<file path="config.mk">
export PLATFORM = sky130hd
export DESIGN_NAME = reg_scoreboard
export DESIGN_NICKNAME = d
export VERILOG_FILES = /design/src/rtl/reg_scoreboard.sv
export SDC_FILE = /design/constraint.sdc
export NUM_CORES = 1
export LEC_CHECK = 0
export BUFFER_PORTS_ARGS = -buffer_cell sky130_fd_sc_hd__buf_2
export CAP_MARGIN = 40
export CORE_ASPECT_RATIO = 0.9
export CORE_UTILIZATION = 50
export DETAILED_ROUTE_END_ITERATION = 8
export GPL_TIMING_DRIVEN = 1
export PLACE_DENSITY = 0.73
export SLEW_MARGIN = 0
export SYNTH_ARGS = -nofsm -noshare
export SYNTH_HDL_FRONTEND = slang
export SYNTH_SLANG_ARGS = --single-unit
</file>
<file path="constraint.sdc">
create_clock -name clk -period 9.9 [get_ports clk]
set_input_delay 1.98 -clock clk [delete_from_list [all_inputs] [get_ports clk]]
set_output_delay 1.98 -clock clk [all_outputs]
set_load 0.05 [all_outputs]
</file>
<file path="src/rtl/reg_scoreboard.sv">
// rtl/reg_scoreboard.sv - register scoreboard and issue controller (optional REG_SCOREBOARD_WB_BYPASS_EN)
module reg_scoreboard #(
  parameter int NREGS = 32,
  parameter int AW    = 5
) (
  input  logic          clk,
  input  logic          rst,
  input  logic          dec_valid,
  input  logic          dec_ren0,
  input  logic          dec_ren1,
  input  logic [AW-1:0] dec_raddr0,
  input  logic [AW-1:0] dec_raddr1,
  input  logic          dec_wen0,
  input  logic [AW-1:0] dec_waddr0,
  input  logic          dec_wen1,
  input  logic [AW-1:0] dec_waddr1,
  input  logic          pipe_stall,
  input  logic          wb_wen0,
  input  logic [AW-1:0] wb_waddr0,
  input  logic          wb_wen1,
  input  logic [AW-1:0] wb_waddr1,
  output logic             hazard,
  output logic             issue,
  output logic [NREGS-1:0] pending,
  output logic [AW:0]      busy_count,
  output logic             idle,
  output logic             wb_err
);

  logic [NREGS-1:0] pending_q, pending_d;
  logic [AW:0]      busy_count_q, busy_count_d;
  logic             wb_err_q, wb_err_d;

  logic [NREGS-1:0] src_mask;
  logic [NREGS-1:0] dst_mask;
  logic [NREGS-1:0] clr_mask;
  logic [NREGS-1:0] set_mask;
  logic [NREGS-1:0] chk_mask;

  // One-hot of an enabled register address; r0 never produces a bit so it
  // can neither stall decode nor become pending.
  function automatic logic [NREGS-1:0] reg_mask(input logic en, input logic [AW-1:0] addr);
    logic [NREGS-1:0] m;
    m = '0;
    for (int i = 1; i < NREGS; i++) begin
      if (en && (addr == AW'(i))) m[i] = 1'b1;
    end
    return m;
  endfunction

  // Decode operand masks, writeback clear mask and the mask hazards are checked against.
  always_comb begin
    dst_mask = reg_mask(dec_wen0, dec_waddr0) | reg_mask(dec_wen1, dec_waddr1);
    // Destinations are included so a WAW on an in-flight register stalls too.
    src_mask = reg_mask(dec_ren0, dec_raddr0) | reg_mask(dec_ren1, dec_raddr1) | dst_mask;
    // Equal writeback addresses collapse into a single bit, i.e. one clear.
    clr_mask = reg_mask(wb_wen0, wb_waddr0) | reg_mask(wb_wen1, wb_waddr1);
`ifdef REG_SCOREBOARD_WB_BYPASS_EN
    // Forwarding lets an operand being written back this cycle be consumed now.
    chk_mask = pending_q & ~clr_mask;
`else
    chk_mask = pending_q;
`endif
  end

  // Issue decision; a stalled pipe blocks issue but not the hazard report.
  always_comb begin
    hazard   = dec_valid & (|(src_mask & chk_mask));
    issue    = dec_valid & ~hazard & ~pipe_stall;
    set_mask = issue ? dst_mask : '0;
  end

  // Next pending vector: set wins over a clear of the same register.
  always_comb begin
    pending_d = (pending_q & ~clr_mask) | set_mask;
    // A clear of a non-pending register is a writeback protocol error.
    wb_err_d  = wb_err_q | (|(clr_mask & ~pending_q));
  end

  // Population count of the next pending vector, registered alongside it.
  always_comb begin
    busy_count_d = '0;
    for (int i = 0; i < NREGS; i++) begin
      busy_count_d = busy_count_d + {{AW{1'b0}}, pending_d[i]};
    end
  end

  // State registers; reset wipes all in-flight tracking and the sticky error.
  always_ff @(posedge clk) begin
    if (rst) begin
      pending_q    <= '0;
      busy_count_q <= '0;
      wb_err_q     <= 1'b0;
    end else begin
      pending_q    <= pending_d;
      busy_count_q <= busy_count_d;
      wb_err_q     <= wb_err_d;
    end
  end

  assign pending    = pending_q;
  assign busy_count = busy_count_q;
  assign idle       = (busy_count_q == '0);
  assign wb_err     = wb_err_q;

endmodule

</file>
After elaboration in Yosys (flattened, before gate mapping)
Cells that the tools add are included.
- $add $sub $neg: 31
- equal/unequal tests: 186
- muxes and demuxes: 187
- bitwise gates (word level): 16
- reductions and logical operators: 189
- operator list (kind ; count):
    equality test 5 bit, second input constant ; 96
    equality test 5 x 4 -> 1 bit, second input constant ; 48
    logical AND 1 bit ; 186
    two-way mux 1 bit ; 186
    bitwise OR 32 bit ; 5
    adder 6 x 1 -> 6 bit ; 26
    equality test 5 x 3 -> 1 bit, second input constant ; 24
    bitwise AND 32 bit ; 3
    NOT 32 bit ; 2
    OR reduction 32 bit ; 2
    equality test 5 x 2 -> 1 bit, second input constant ; 12
    two-way mux 32 bit ; 1
    equality test 5 x 1 -> 1 bit, second input constant ; 6
    adder 5 x 1 -> 6 bit ; 1
    logical NOT 6 bit ; 1
    adder 4 x 1 -> 5 bit ; 1
    adder 3 x 1 -> 4 bit ; 1
    adder 2 x 1 -> 3 bit ; 1
    bitwise AND 1 bit ; 3
    adder 1 x 1 -> 2 bit ; 1
    NOT 1 bit ; 2
    bitwise OR 1 bit ; 1
- bits in registers: 39
- input bits: 40
- output and inout port bits: 42

Depth between registers and ports, before layout
- depth in word-level cells: 44
- mapped depth: 26
- depth with buffers taken out: 23

Worst setup path before layout
OpenSTA, ideal clock, no wires.
- path type: input-to-reg
- from: input port dec_waddr0[4]
- to: register busy_count_q[4] (netlist: busy_count[4])
- setup time: 0.135 ns
- data arrival time: 8.078 ns
- required time: 9.765 ns
- slack: 1.687 ns
- stages: 26
- path buffers: 3
- cell sequence: buf_2 -> or4b_4 -> o22a_1 -> o221ai_1 -> a22oi_1 -> nand4_1 -> nand3b_1 -> buf_6 -> buf_6 -> o31ai_1 -> fa_1 -> inv_1 -> fa_1 -> fa_1 -> inv_1 -> fa_1 -> fa_1 -> inv_1 -> fa_1 -> inv_1 -> fa_1 -> fa_1 -> a21o_1 -> a21oi_1 -> xor2_1 -> nor2_1
- RTL lines (what ; line ; source):
    start: declaration ; 14 ; input logic [AW-1:0] dec_waddr0,
    equality test 5 x 1 -> 1 bit, or another cell as far along ; 46 ; if (en && (addr == AW'(i))) m[i] = 1'b1;
    logical AND 1 bit ; 46 ;
    two-way mux 1 bit ; 46 ;
    bitwise OR 32 bit (*) ; 53 ; dst_mask = reg_mask(dec_wen0, dec_waddr0) | reg_mask(dec_wen1, dec_waddr1);
    bitwise OR 32 bit ; 55 ; src_mask = reg_mask(dec_ren0, dec_raddr0) | reg_mask(dec_ren1, dec_raddr1) | dst_mask;
    bitwise AND 32 bit ; 68 ; hazard = dec_valid & (|(src_mask & chk_mask));
    OR reduction 32 bit ; 68 ;
    bitwise AND 1 bit ; 68 ;
    NOT 1 bit ; 69 ; issue = dec_valid & ~hazard & ~pipe_stall;
    bitwise AND 1 bit (2 in series) ; 69 ;
    two-way mux 32 bit (*) ; 70 ; set_mask = issue ? dst_mask : '0;
    bitwise OR 32 bit (*) ; 75 ; pending_d = (pending_q & ~clr_mask) | set_mask;
    via pending_d[18] ; 30 ; logic [NREGS-1:0] pending_q, pending_d;
    adder 6 x 1 -> 6 bit (*) (14 in series) ; 84 ; busy_count_d = busy_count_d + {{AW{1'b0}}, pending_d[i]};
    end signal: assignment ; 96 ; busy_count_q <= busy_count_d;
    end: declaration ; 31 ; logic [AW:0] busy_count_q, busy_count_d;
The timed path passes the listed nets; every way through them passes the cells marked *.
A chain may end at the register's enable or synchronous reset.

Worst setup path in the final report
- from: input port dec_waddr1[1]
- to: register busy_count_q[4] (netlist: busy_count[4])
- cells in the longest elaborated chain, start to end: 44
- ends and longest elaborated chain (what ; line ; source):
    start: declaration ; 16 ; input logic [AW-1:0] dec_waddr1,
    equality test 5 x 1 -> 1 bit, or another cell as far along ; 46 ;
    logical AND 1 bit ; 46 ;
    two-way mux 1 bit ; 46 ;
    bitwise OR 32 bit (*) ; 53 ;
    bitwise OR 32 bit ; 55 ;
    bitwise AND 32 bit ; 68 ;
    OR reduction 32 bit ; 68 ;
    bitwise AND 1 bit ; 68 ;
    (+4 left out) ; n/a ;
    bitwise OR 32 bit (*) ; 75 ;
    adder 1 x 1 -> 2 bit ; 84 ;
    adder 2 x 1 -> 3 bit ; 84 ;
    adder 3 x 1 -> 4 bit ; 84 ;
    adder 4 x 1 -> 5 bit ; 84 ;
    adder 5 x 1 -> 6 bit ; 84 ;
    adder 6 x 1 -> 6 bit (25 in series) ; 84 ;
    adder 6 x 1 -> 6 bit (*) ; 84 ;
Mark *: on every way between the ends. The rest lies on a longest branch, timed or not.

==> impl_metrics.env <==
export IMPL_outcome="finished clean"
export IMPL_track_usage_pct=37.2
export IMPL_clkTransAtPathRegs_ps=80
export IMPL_drc=0
export IMPL_p_per_area_nw_per_um2=85.7
export IMPL_syn_inst=526
export IMPL_peakVddDrop_v=0.0000489
export IMPL_drive_gt1_share_pct=21.5
export IMPL_fin_ws_ps=1250
export IMPL_initial_core_util_pct=51.5
export IMPL_overflow=0
export IMPL_worstSetupStartpoint="dec_waddr1[1]"
export IMPL_post_drt_via_cell_ratio=7.24
export IMPL_critPathLaunchType="input port"
export IMPL_grt_max_degree=65
export IMPL_critPathSlowestCell="fa_1"
export IMPL_synth_warnings=0
export IMPL_antenna_cells=0
export IMPL_syn_area_per_cell_um2=8.43
export IMPL_synth_enable_flop_cells=0
export IMPL_synth_distinct_cells=62
export IMPL_path_common_cell="fa_1"
export IMPL_finalNonFillerCells=691
export IMPL_ctsHoldBuffers=0
export IMPL_synth_nets=596
export IMPL_fin_skew_ps=4.21
export IMPL_post_cts_buffers=0
export IMPL_finalSetupTns_ps=0
export IMPL_finalPower_w=0.000421
export IMPL_fin_crit_ps=8650
export IMPL_cts_resized=0
export IMPL_maxCapViolations=0
export IMPL_port_buffers=80
export IMPL_io_pins=82
export IMPL_timing_rr_start="pending[8]"
export IMPL_place_gp_congestion=1.05
export IMPL_hold_violations=0
export IMPL_finalMaxSlewViolations=0
export IMPL_worst_slew_pin_slew_ps=911
export IMPL_fin_nets=642
export IMPL_area_growth_pct=10.6
export IMPL_vias=5002
export IMPL_firstDrtPassIters=5
export IMPL_clockBufferDepth=2
export IMPL_ys_seq_area_share_pct=17.2
export IMPL_wirelength_mm=17.0
export IMPL_core_um2=8610
export IMPL_timing_final_crit_share_pct=87.4
export IMPL_cp_arrival_ps=8830
export IMPL_cpPeakStageDelay_ps=560
export IMPL_pre_cts_ws_ps=1080
export IMPL_path_cells="buf_2 > or2_0 > o22ai_1 > o21ai_0 > and4_1 > nand4_1 > nand3b_1 > buf_12 > o31a_1 > fa_1 > inv_1 > fa_1 > fa_1 > fa_1 > fa_1 > inv_1 > fa_1 > inv_1 > fa_1 > fa_1 > a21o_1 > a21oi_1 > xor2_1 > nor2_1"
export IMPL_netlist_area_um2=4440
export IMPL_antenna_left=0
export IMPL_fin_hold_ws_ps=582
export IMPL_critical_path_top_delay_family="adder cells"
export IMPL_slew_headroom_pct=38.5
export IMPL_hold_class="reg -> reg"
export IMPL_setup_viol_count_final=0
export IMPL_die_h_um=91.4
export IMPL_clk_latency_ps=290
export IMPL_cts_root_buf="clkbuf_8"
export IMPL_crit_fanout=64
export IMPL_synth_seq_cells=38
export IMPL_cellLeakagePower_nw=1.81
export IMPL_rows=32
export IMPL_synth_ff_type="dfxtp_1"
export IMPL_avgRoutedWirePerCell_um=24.6
export IMPL_cts_num_sinks=38
export IMPL_die_w_um=101
export IMPL_hold_path_startpoint="pending[17]"
export IMPL_cp_end_kind="register"
export IMPL_clock_fmax_mhz=116
export IMPL_cts_max_level=2
export IMPL_cts_tree="yes"
export IMPL_post_place_cells=684
export IMPL_rsz0062_at_grt="false"
export IMPL_path_class="in -> reg"
export IMPL_die_area_um2=9250
export IMPL_mostFrequentLayoutCell="buf_2"
export IMPL_antenna_found_initial=0
export IMPL_dp_hpwl_mm=13.4
export IMPL_grt_pass1_vias=4561
export IMPL_required_ps=10070
export IMPL_ys_async_sr_fraction_pct=0
export IMPL_layout_common_cells="80 x buf_2, 69 x o22ai_1, 60 x nand2_1"
export IMPL_drt_iter0_drc=659
export IMPL_crit_buf_inv=5
export IMPL_grt_pass1_wl_mm=25.8
export IMPL_cts_buffers=5
## worst paths after layout
kind                            slack, ps  cells past startpoint            end
worst min register to register        580                      2    pending[17]
worst max-delay path                 1250                     24  busy_count[4]
worst max register to register       3440                     21  busy_count[4]
worst min-delay path                  580                      2    pending[17]
## per-layer routing
metal  routed length [um]  GRT usage, %  vias up
met4                  903          18.0        0
met1                 6970          52.1     2364
met5                    0             0        -
li1                     -             -     2185
met3                 2130          9.55       67
met2                 7010          52.6      386
## per-stage QoR
step / util [%] / area (um^2)
floorplan: - / 4440
global placement: 55.2 / 4750
finish: 57.0 / 4910
global route: 57.0 / 4910
detailed placement: 55.7 / 4790
CTS: 57.0 / 4910
## Yosys cell counts, types with 3 or more instances
library cell  number  area share (%)
o32ai_1            3            0.59
o31ai_1           14             2.4
nor2b_1           14             2.0
nand4b_1          11             2.2
buf_4              9             1.5
clkbuf_1          17             1.4
buf_2              9             1.0
nand2b_1          13             1.8
inv_1             17             1.4
nor3b_1            9             1.5
nor3_1             6            0.68
buf_1              3            0.25
a32oi_1            8             1.6
o21ai_1            9             1.0
o21ai_0           13             1.5
nand2_1           60             5.1
nand4_1            5            0.71
nor4_1             4            0.56
a21oi_1            4            0.45
nand4bb_1          9             2.3
nor2_1            14             1.2
o221ai_1           6             1.2
o21a_1            10             1.7
o31a_1             8             1.6
dfxtp_1           38              17
o22a_2             3            0.68
a22oi_1           34             5.8
o22a_1            10             2.0
o22ai_1           69             9.7
ha_1               7             2.0
buf_6              6             1.5
o32ai_2           19             7.0
or4bb_1            3            0.76
fa_1              23              10
## sequential cells by signal, summed over array words and instances (netlist names)
register	flops
wb_err	1
busy_count	6
pending	31
## cells by family after synthesis
kind of cell / count (synthesis) / share of synthesized area [%]
AOI/OAI and AO/OA: 218 / 38.7
xor gates and xnor gates: 3 / 0.592
adders and majority gates: 30 / 12.4
buffers and inverters: 62 / 7.31
DFF: 38 / 17.2
other: 1 / 0.0845
and+or+nand+nor: 174 / 23.8
## worst min-delay path: cells and delay by family (launching register included)
family / cells / cell delay, ps
flops: 1 / 350
simple gates: 1 / 100
compound gates: 1 / 80
## report_power, final
part           internal (W)  switching, W
clock network     0.0000808     0.0000595
registers          0.000156    0.00000312
logic             0.0000384     0.0000832
total              0.000275      0.000146
## layout make-up
class                           instances  area [um^2]
Clock buffer                            6         82.6
Clock inverter                          1         30.0
Fill cell                             812         3700
Inverter                               17         63.8
Multi-Input combinational cell        426         3350
Sequential cell                        38          761
Tap cell                              119          149
Timing Repair Buffer                   84          470
Note: power is estimated with default switching activity, not from simulation.
